`src/rtl/mux_scanner_if.sv`:
```
// Channel data, select/control and registered status bundle for mux_scanner.
interface mux_scanner_if #(
    parameter int unsigned WIDTH    = 1,
    parameter int unsigned CHANNELS = 4,
    parameter int unsigned SEL_W    = 2
);
    logic [CHANNELS*WIDTH-1:0] X;
    logic [SEL_W-1:0]          C;
    logic                      MODE;
    logic                      HOLD;
    logic [WIDTH-1:0]          Y;
    logic [SEL_W-1:0]          CH;
    logic                      VALID;
    logic                      WRAP;

    // Source/consumer side: drives data and controls, observes the selected output.
    modport master (
        output X, C, MODE, HOLD,
        input  Y, CH, VALID, WRAP
    );

    // Multiplexer side.
    modport slave (
        input  X, C, MODE, HOLD,
        output Y, CH, VALID, WRAP
    );
endinterface

```
`src/rtl/mux_scanner.sv`:
```
// Registered N:1 multiplexer with manual select, auto-scan with programmable
// dwell, hold/freeze and valid/wrap status. All outputs come straight from flops.
module mux_scanner #(
    parameter int unsigned WIDTH    = 1,
    parameter int unsigned CHANNELS = 4,
    parameter int unsigned SEL_W    = 2,
    parameter int unsigned DWELL    = 4
) (
    input logic         clk,
    input logic         resetn,
    mux_scanner_if.slave bus
);
    localparam int unsigned CNT_W = (DWELL > 1) ? $clog2(DWELL) : 1;
    localparam logic [CNT_W-1:0] LAST_CNT = CNT_W'(DWELL - 1);
    localparam logic [SEL_W-1:0] LAST_CH  = SEL_W'(CHANNELS - 1);
    localparam logic [SEL_W:0]   CHAN_LIM = (SEL_W + 1)'(CHANNELS);

    typedef enum logic [1:0] {StIdle, StManual, StScan} state_e;

    state_e           state_q, state_d;
    logic [CNT_W-1:0] cnt_q, cnt_d;
    logic [WIDTH-1:0] y_q, y_d;
    logic [SEL_W-1:0] ch_q, ch_d;
    logic             valid_q, valid_d;
    logic             wrap_q, wrap_d;
    logic [SEL_W-1:0] scan_ch;

    function automatic logic in_range(input logic [SEL_W-1:0] s);
        return ({1'b0, s} < CHAN_LIM);
    endfunction

    function automatic logic [WIDTH-1:0] pick(input logic [CHANNELS*WIDTH-1:0] x,
                                              input logic [SEL_W-1:0] s);
        logic [WIDTH-1:0] r;
        r = '0;
        for (int k = 0; k < CHANNELS; k++) begin
            if (s == SEL_W'(k)) r = x[k*WIDTH +: WIDTH];
        end
        return r;
    endfunction

    // Next-state and next-output decode; HOLD leaves everything but WRAP untouched.
    always_comb begin
        state_d = state_q;
        cnt_d   = cnt_q;
        y_d     = y_q;
        ch_d    = ch_q;
        valid_d = valid_q;
        wrap_d  = 1'b0;
        scan_ch = ch_q;
        if (!bus.HOLD) begin
            case (state_q)
                StIdle: begin
                    state_d = bus.MODE ? StScan : StManual;
                end
                default: begin
                    if (!bus.MODE) begin
                        state_d = StManual;
                        cnt_d   = '0;
                        ch_d    = bus.C;
                        valid_d = in_range(bus.C);
                        y_d     = in_range(bus.C) ? pick(bus.X, bus.C) : '0;
                    end else begin
                        state_d = StScan;
                        // Not yet scanning a valid channel (fresh from MANUAL or IDLE):
                        // load the start channel with cnt=0 so it gets a full dwell.
                        if (state_q != StScan || !valid_q) begin
                            scan_ch = in_range(ch_q) ? ch_q : '0;
                            cnt_d   = '0;
                        end else if (cnt_q == LAST_CNT) begin
                            cnt_d = '0;
                            if (ch_q == LAST_CH) begin
                                scan_ch = '0;
                                wrap_d  = 1'b1;
                            end else begin
                                scan_ch = ch_q + SEL_W'(1);
                            end
                        end else begin
                            cnt_d = cnt_q + CNT_W'(1);
                        end
                        ch_d    = scan_ch;
                        y_d     = pick(bus.X, scan_ch);
                        valid_d = 1'b1;
                    end
                end
            endcase
        end
    end

    // State and output registers with synchronous active-low reset.
    always_ff @(posedge clk) begin
        if (!resetn) begin
            state_q <= StIdle;
            cnt_q   <= '0;
            y_q     <= '0;
            ch_q    <= '0;
            valid_q <= 1'b0;
            wrap_q  <= 1'b0;
        end else begin
            state_q <= state_d;
            cnt_q   <= cnt_d;
            y_q     <= y_d;
            ch_q    <= ch_d;
            valid_q <= valid_d;
            wrap_q  <= wrap_d;
        end
    end

    assign bus.Y     = y_q;
    assign bus.CH    = ch_q;
    assign bus.VALID = valid_q;
    assign bus.WRAP  = wrap_q;
endmodule

```
`src/flat_wrapper.sv`:
```
// flat-port wrapper written by rule: the top's interface ports become plain ports
module mux_scanner_flat 
#(
    parameter int unsigned WIDTH    = 1,
    parameter int unsigned CHANNELS = 4,
    parameter int unsigned SEL_W    = 2,
    parameter int unsigned DWELL    = 4
)
  (clk, resetn, bus_X, bus_C, bus_MODE, bus_HOLD, bus_Y, bus_CH, bus_VALID, bus_WRAP);
  mux_scanner_if #(.WIDTH(WIDTH), .CHANNELS(CHANNELS), .SEL_W(SEL_W)) bus_i ();
  input logic clk;
  input logic resetn;
  input wire logic [$bits(bus_i.X)-1:0] bus_X;
  input wire logic [$bits(bus_i.C)-1:0] bus_C;
  input wire logic [$bits(bus_i.MODE)-1:0] bus_MODE;
  input wire logic [$bits(bus_i.HOLD)-1:0] bus_HOLD;
  output wire logic [$bits(bus_i.Y)-1:0] bus_Y;
  output wire logic [$bits(bus_i.CH)-1:0] bus_CH;
  output wire logic [$bits(bus_i.VALID)-1:0] bus_VALID;
  output wire logic [$bits(bus_i.WRAP)-1:0] bus_WRAP;
  assign bus_i.X = bus_X;
  assign bus_i.C = bus_C;
  assign bus_i.MODE = bus_MODE;
  assign bus_i.HOLD = bus_HOLD;
  assign bus_Y = bus_i.Y;
  assign bus_CH = bus_i.CH;
  assign bus_VALID = bus_i.VALID;
  assign bus_WRAP = bus_i.WRAP;
  mux_scanner #(.WIDTH(WIDTH), .CHANNELS(CHANNELS), .SEL_W(SEL_W), .DWELL(DWELL)) u_core (.clk(clk), .resetn(resetn), .bus(bus_i));
endmodule
```
`config.mk`:
```
export PLATFORM = sky130hd
export DESIGN_NAME = mux_scanner_flat
export DESIGN_NICKNAME = d
export VERILOG_FILES = /design/src/rtl/mux_scanner_if.sv /design/src/rtl/mux_scanner.sv /design/src/flat_wrapper.sv
export SDC_FILE = /design/constraint.sdc
export NUM_CORES = 1
export LEC_CHECK = 0
export ABC_CLOCK_PERIOD_IN_PS = 1850
export CORE_MARGIN = 2
export CORE_UTILIZATION = 40
export DETAILED_ROUTE_END_ITERATION = 8
export PLACE_DENSITY_LB_ADDON = 0.2
export SLEW_MARGIN = 20
export SYNTH_ARGS = -nofsm -noshare
export SYNTH_HDL_FRONTEND = slang
export SYNTH_SLANG_ARGS = --single-unit
```
`constraint.sdc`:
```
create_clock -name clk -period 1.85 [get_ports clk]
set_clock_uncertainty 0.2 [all_clocks]
set_input_delay 0.37 -clock clk [delete_from_list [all_inputs] [get_ports clk]]
set_output_delay 0.37 -clock clk [all_outputs]
set_load 0.01 [all_outputs]
```
**Word-level counts from Yosys, hierarchy flattened**

Cells that the tools add are included.

- Register bits: 9
- Word-level logic and storage cells: 50
- Memory bits (writable): 0
- Bits in read-only memories: 0
- Latch bits: 0
- Memories: 0
- Bits of input ports: 10

- Magnitude comparators: 0
- Bitwise operators: 5
- Divide/modulo/power cells: 0
- Reduce and logical (&&, ||, !) cells: 7
- $add $sub $neg: 2
- Eq/ne operators: 9
- Muxes and demuxes: 21
- $mul: 0
- Shift-type cells: 0

Operators by type and width:

| kind | number |
|---|---|
| 2-bit two-way mux | 11 |
| 2-bit == test (second input constant) | 6 |
| 1-bit two-way mux | 10 |
| 2-bit logical NOT | 3 |
| 6-bit OR reduction | 1 |
| 1-bit NOT | 5 |
| 2-bit by 1-bit adder with 2-bit output (second input constant) | 2 |
| 2-bit by 1-bit == test with 1-bit output (second input constant) | 2 |
| 2-bit inequality test (second input constant) | 1 |
| 2-bit AND reduction | 1 |
| 1-bit logical NOT | 1 |
| 1-bit logical OR | 1 |

**Logic depth before layout (Yosys ltp)**

- Word-level depth: 13
- Depth in mapped cells: 6
- Mapped depth without buffers: 6

**Worst setup path before layout**

OpenSTA, ideal clock, no wires.

- Path kind: flip-flop to flip-flop
- Start: reg u_core.cnt_q[0]
- End: reg u_core.y_q (netlist: u_core.bus.Y)
- Buffers on the path: 0
- Arrival: 1.467 ns
- Stages on the path, launching flop included: 7
- Required time: 1.531 ns
- Setup slack: 0.064 ns
- Cell sequence: dfxtp_1 > ha_1 > nand4b_4 > o31a_1 > a22oi_2 > a221oi_1 > o221a_1

- Word-level cells in the longest chain between the ends: 12
- Elaborated cells between the ends (all ways): 15

RTL lines:

| what | RTL line | text |
|---|---|---|
| start, declared | mux_scanner.sv:21 | `logic [CNT_W-1:0] cnt_q, cnt_d;` |
| start signal, assigned | mux_scanner.sv:101 | `cnt_q <= cnt_d;` |
| 2-bit == test (*) | mux_scanner.sv:70 | `end else if (cnt_q == LAST_CNT) begin` |
| 2-bit two-way mux (*) | mux_scanner.sv:70 |  |
| 2-bit two-way mux (*) | mux_scanner.sv:67 | `if (state_q != StScan \|\| !valid_q) begin` |
| 2-bit two-way mux (*) | mux_scanner.sv:57 | `if (!bus.MODE) begin` |
| 2-bit two-way mux (*) | mux_scanner.sv:52 | `case (state_q)` |
| 2-bit two-way mux (*) | mux_scanner.sv:51 | `if (!bus.HOLD) begin` |
| 2-bit logical NOT | mux_scanner.sv:37 | `if (s == SEL_W'(k)) r = x[k*WIDTH +: WIDTH];` |
| 1-bit two-way mux (3 in a row) | mux_scanner.sv:37 |  |
| 1-bit two-way mux (*) | mux_scanner.sv:37 |  |
| 1-bit two-way mux (*) | mux_scanner.sv:57 |  |
| end signal, assigned | mux_scanner.sv:102 | `y_q <= y_d;` |
| end, declared | mux_scanner.sv:22 | `logic [WIDTH-1:0] y_q, y_d;` |

Every way passes the cells marked *; elsewhere a longest branch is shown, timed or not. The select of a mux whose other input is x is not followed.
A chain may end at the register's enable or synchronous reset.

**Worst setup path after layout**

Same ends and word-level chain as after synthesis.

==> metrics.cfg <==
[outcome]
status=finished, final reports clean

[critical_path]
arrival_ns=1.77
ff2ff_setup_slack_ns=0.04
crit_fanout=5
worstReg2RegEnd=u_core.bus.Y
reg2reg_from=u_core.cnt_q[0]
endpoint_kind=flop
rr_worst_depth=6
critPathRequiredTime_ns=1.81
startpoint_type=flop
crit_type=flop to flop

[synth]
synth_area_um2=537
yosysWarningCount=0
yosysSeqAreaShare=0.336
yosysUniqueCellTypes=30
syn_avg_cell_area_um2=9.59
synth_seq_cells=9
synth_cells=56
synth_nets=68

[floorplan]
coreArea_mm2=0.00127
die_h_um=40.6
io_pins=15
die_x_um=40.6
die_area_mm2=0.00165
start_util=0.423
rows=13

[clock_network]
htreeDepth=1
numCtsBuffers=3
cts.root.buffer_cell=clkbuf_4
clockBufferDepth=2
cts_tree=done
path_clk_slew_ns=0.07
insertion_delay_ns=0.27
cts_hold_buffers=0
clkSinkCount=9

[global_routing]
grt_pass1_wl_mm=2.07
grt_max_degree=10
overflow=0
grt_pass1_vias=481
antenna_found_initial=0
grt.total_usage=0.195

[drt]
viasPerCell=5.58
dr.pass1.iters=4
totalWireLength_mm=1.31
wl_per_cell_um=13.8
drc=0
vias=530
drtIter0Drc=13
ant_nets=0

[finish]
seq_area_um2=185
fill_cells=106
fin_area_um2=818
area_delta_synth_final_pct=52.4
nNetsFinal=93
multi_input_area_um2=392
n_antenna_cell=0
fin_cells=95
layout-drive-gt1-share=0.300

[timing]
fin_hold_ws_ns=0.339
worstMarginPinSlew_ns=0.394
slew-limit-headroom=0.734
grt_setup_unrepaired=yes
final.period_utilization=0.978
finalCriticalPeriod_ns=1.81
max_freq_ghz=0.553
setup_viol=0
drv_slew=0
hold_viol_final=0
fin_ws_ns=0.0407

[hold_path]
holdPathEnd=u_core.bus.Y
hold_start=u_core.bus.Y
hold_class=flop to flop
holdPathStages=1

[place]
post_dp_cell_area_um2=737
place_ws_ns=-0.176
portBuffers=14
dpl.cell_count=90
gp_congestion=0.721
dpl.hpwl_um=904

[pwr]
powerDensity_mw_per_mm2=572
total_power_uw=468
p_leak_nw=0.363
vdd.ir_drop.worst_uv=436

[run]
maxCapViolations=0

[synth_stat cells (all sizes together)]
master,n,area share
nor2,4,0.028
and3,1,0.012
o311ai,1,0.016
nand3b,1,0.014
o21a,1,0.014
o31a,1,0.016
or2,1,0.012
o22ai,1,0.012
nand2b,3,0.035
inv,2,0.014
o21bai,2,0.028
mux2,2,0.042
and4,1,0.016
a211oi,1,0.014
nor2b,3,0.035
mux2i,1,0.026
nor4,2,0.023
nand4b,1,0.044
a21boi,1,0.014
and2,1,0.012
ha,2,0.047
o221a,1,0.021
nand2,3,0.021
a221oi,1,0.016
mux4,1,0.042
a21oi,5,0.047
clkbuf,1,0.0070
dfxtp,9,0.34
a22oi,2,0.037
[layer usage]
layer  GRT usage  up-vias  wire length, um
li1            -      265                -
met3      0.0326        2               44
met4       0.108        0                4
met1       0.302      251              637
met2       0.246       12              621
met5           0        -                0
[placed cells by master (no fill, tap or decap), types with 2 or more instances in the layout]
cell type	instances
clkbuf_4	3
nor2_1	4
dfxtp_2	4
nand2_1	3
dfxtp_1	5
a21oi_1	4
buf_4	6
o21bai_1	2
nor2b_1	3
mux2_2	2
inv_1	2
nand2b_1	3
nor4_1	2
clkdlybuf4s50_1	13
[cells by family after synthesis]
group	share of synthesized area
AND/OR/NAND/NOR	0.252
AO/OA/AOI/OAI	0.235
flip-flops	0.336
multiplexers	0.110
buffers and inverters	0.0210
adder cells (fa/ha/maj)	0.0466
[state kept, by name, summed over array words and instances (netlist names)]
name / flops
u_core.state_q: 2
u_core.cnt_q: 2
u_core.bus.WRAP: 1
u_core.bus.Y: 1
u_core.bus.VALID: 1
u_core.bus.CH: 2
[worst max path at each step]
| stage | startpoint | to | slack, ns | depth (start not counted) |
|---|---|---|---|---|
| floorplan | u_core.cnt_q[0] | u_core.bus.Y | 0.06 | 6 |
| global placement | bus_C[0] | u_core.bus.Y | -0.16 | 5 |
| detailed placement | bus_C[0] | u_core.bus.Y | -0.18 | 5 |
| CTS | u_core.cnt_q[0] | u_core.bus.Y | 0.002 | 6 |
| global route | u_core.cnt_q[0] | u_core.bus.Y | -0.04 | 6 |
| finish | u_core.cnt_q[0] | u_core.bus.Y | 0.04 | 6 |
[what timing repair did]
item                                    in CTS  in global routing
gates resized for setup                      4                  6
endpoints found under the hold margin        0                  0
gates cloned                                 1                  0
buffers inserted                             0                  0
pin swaps                                    0                  0
endpoints found under the setup margin       1                  2
[worst max-delay path, stage by stage, from the launching register on]
cell and delay [ns]:
dfxtp_2 0.36, ha_4 0.17, nand4b_4 0.17, o31a_1 0.29
a22oi_2 0.20, a221oi_2 0.09, o221a_1 0.24
[where the power goes]
| group | internal [mW] | switching [mW] |
|---|---|---|
| sequential | 0.202 | 0.00965 |
| clock | 0.0800 | 0.0814 |
| combinational | 0.0579 | 0.0375 |
| total | 0.340 | 0.129 |
[through the flow]
| stage | TNS, ns | util |
|---|---|---|
| finish | 0 | 0.645 |
| detailed placement | -0.184 | 0.581 |
| global placement | -0.157 | 0.581 |
| floorplan | 0 | - |
| global route | -0.0398 | 0.645 |
| CTS | 0 | 0.630 |
[cell type report]
type,count,area share
clock inverter,1,0.00612
inverter,2,0.00917
timing repair buffer,20,0.229
tap,15,0.0229
clock buffer,3,0.0275
multi-input combinational,45,0.479
sequential,9,0.226
Note: power is estimated with default switching activity, not from simulation.
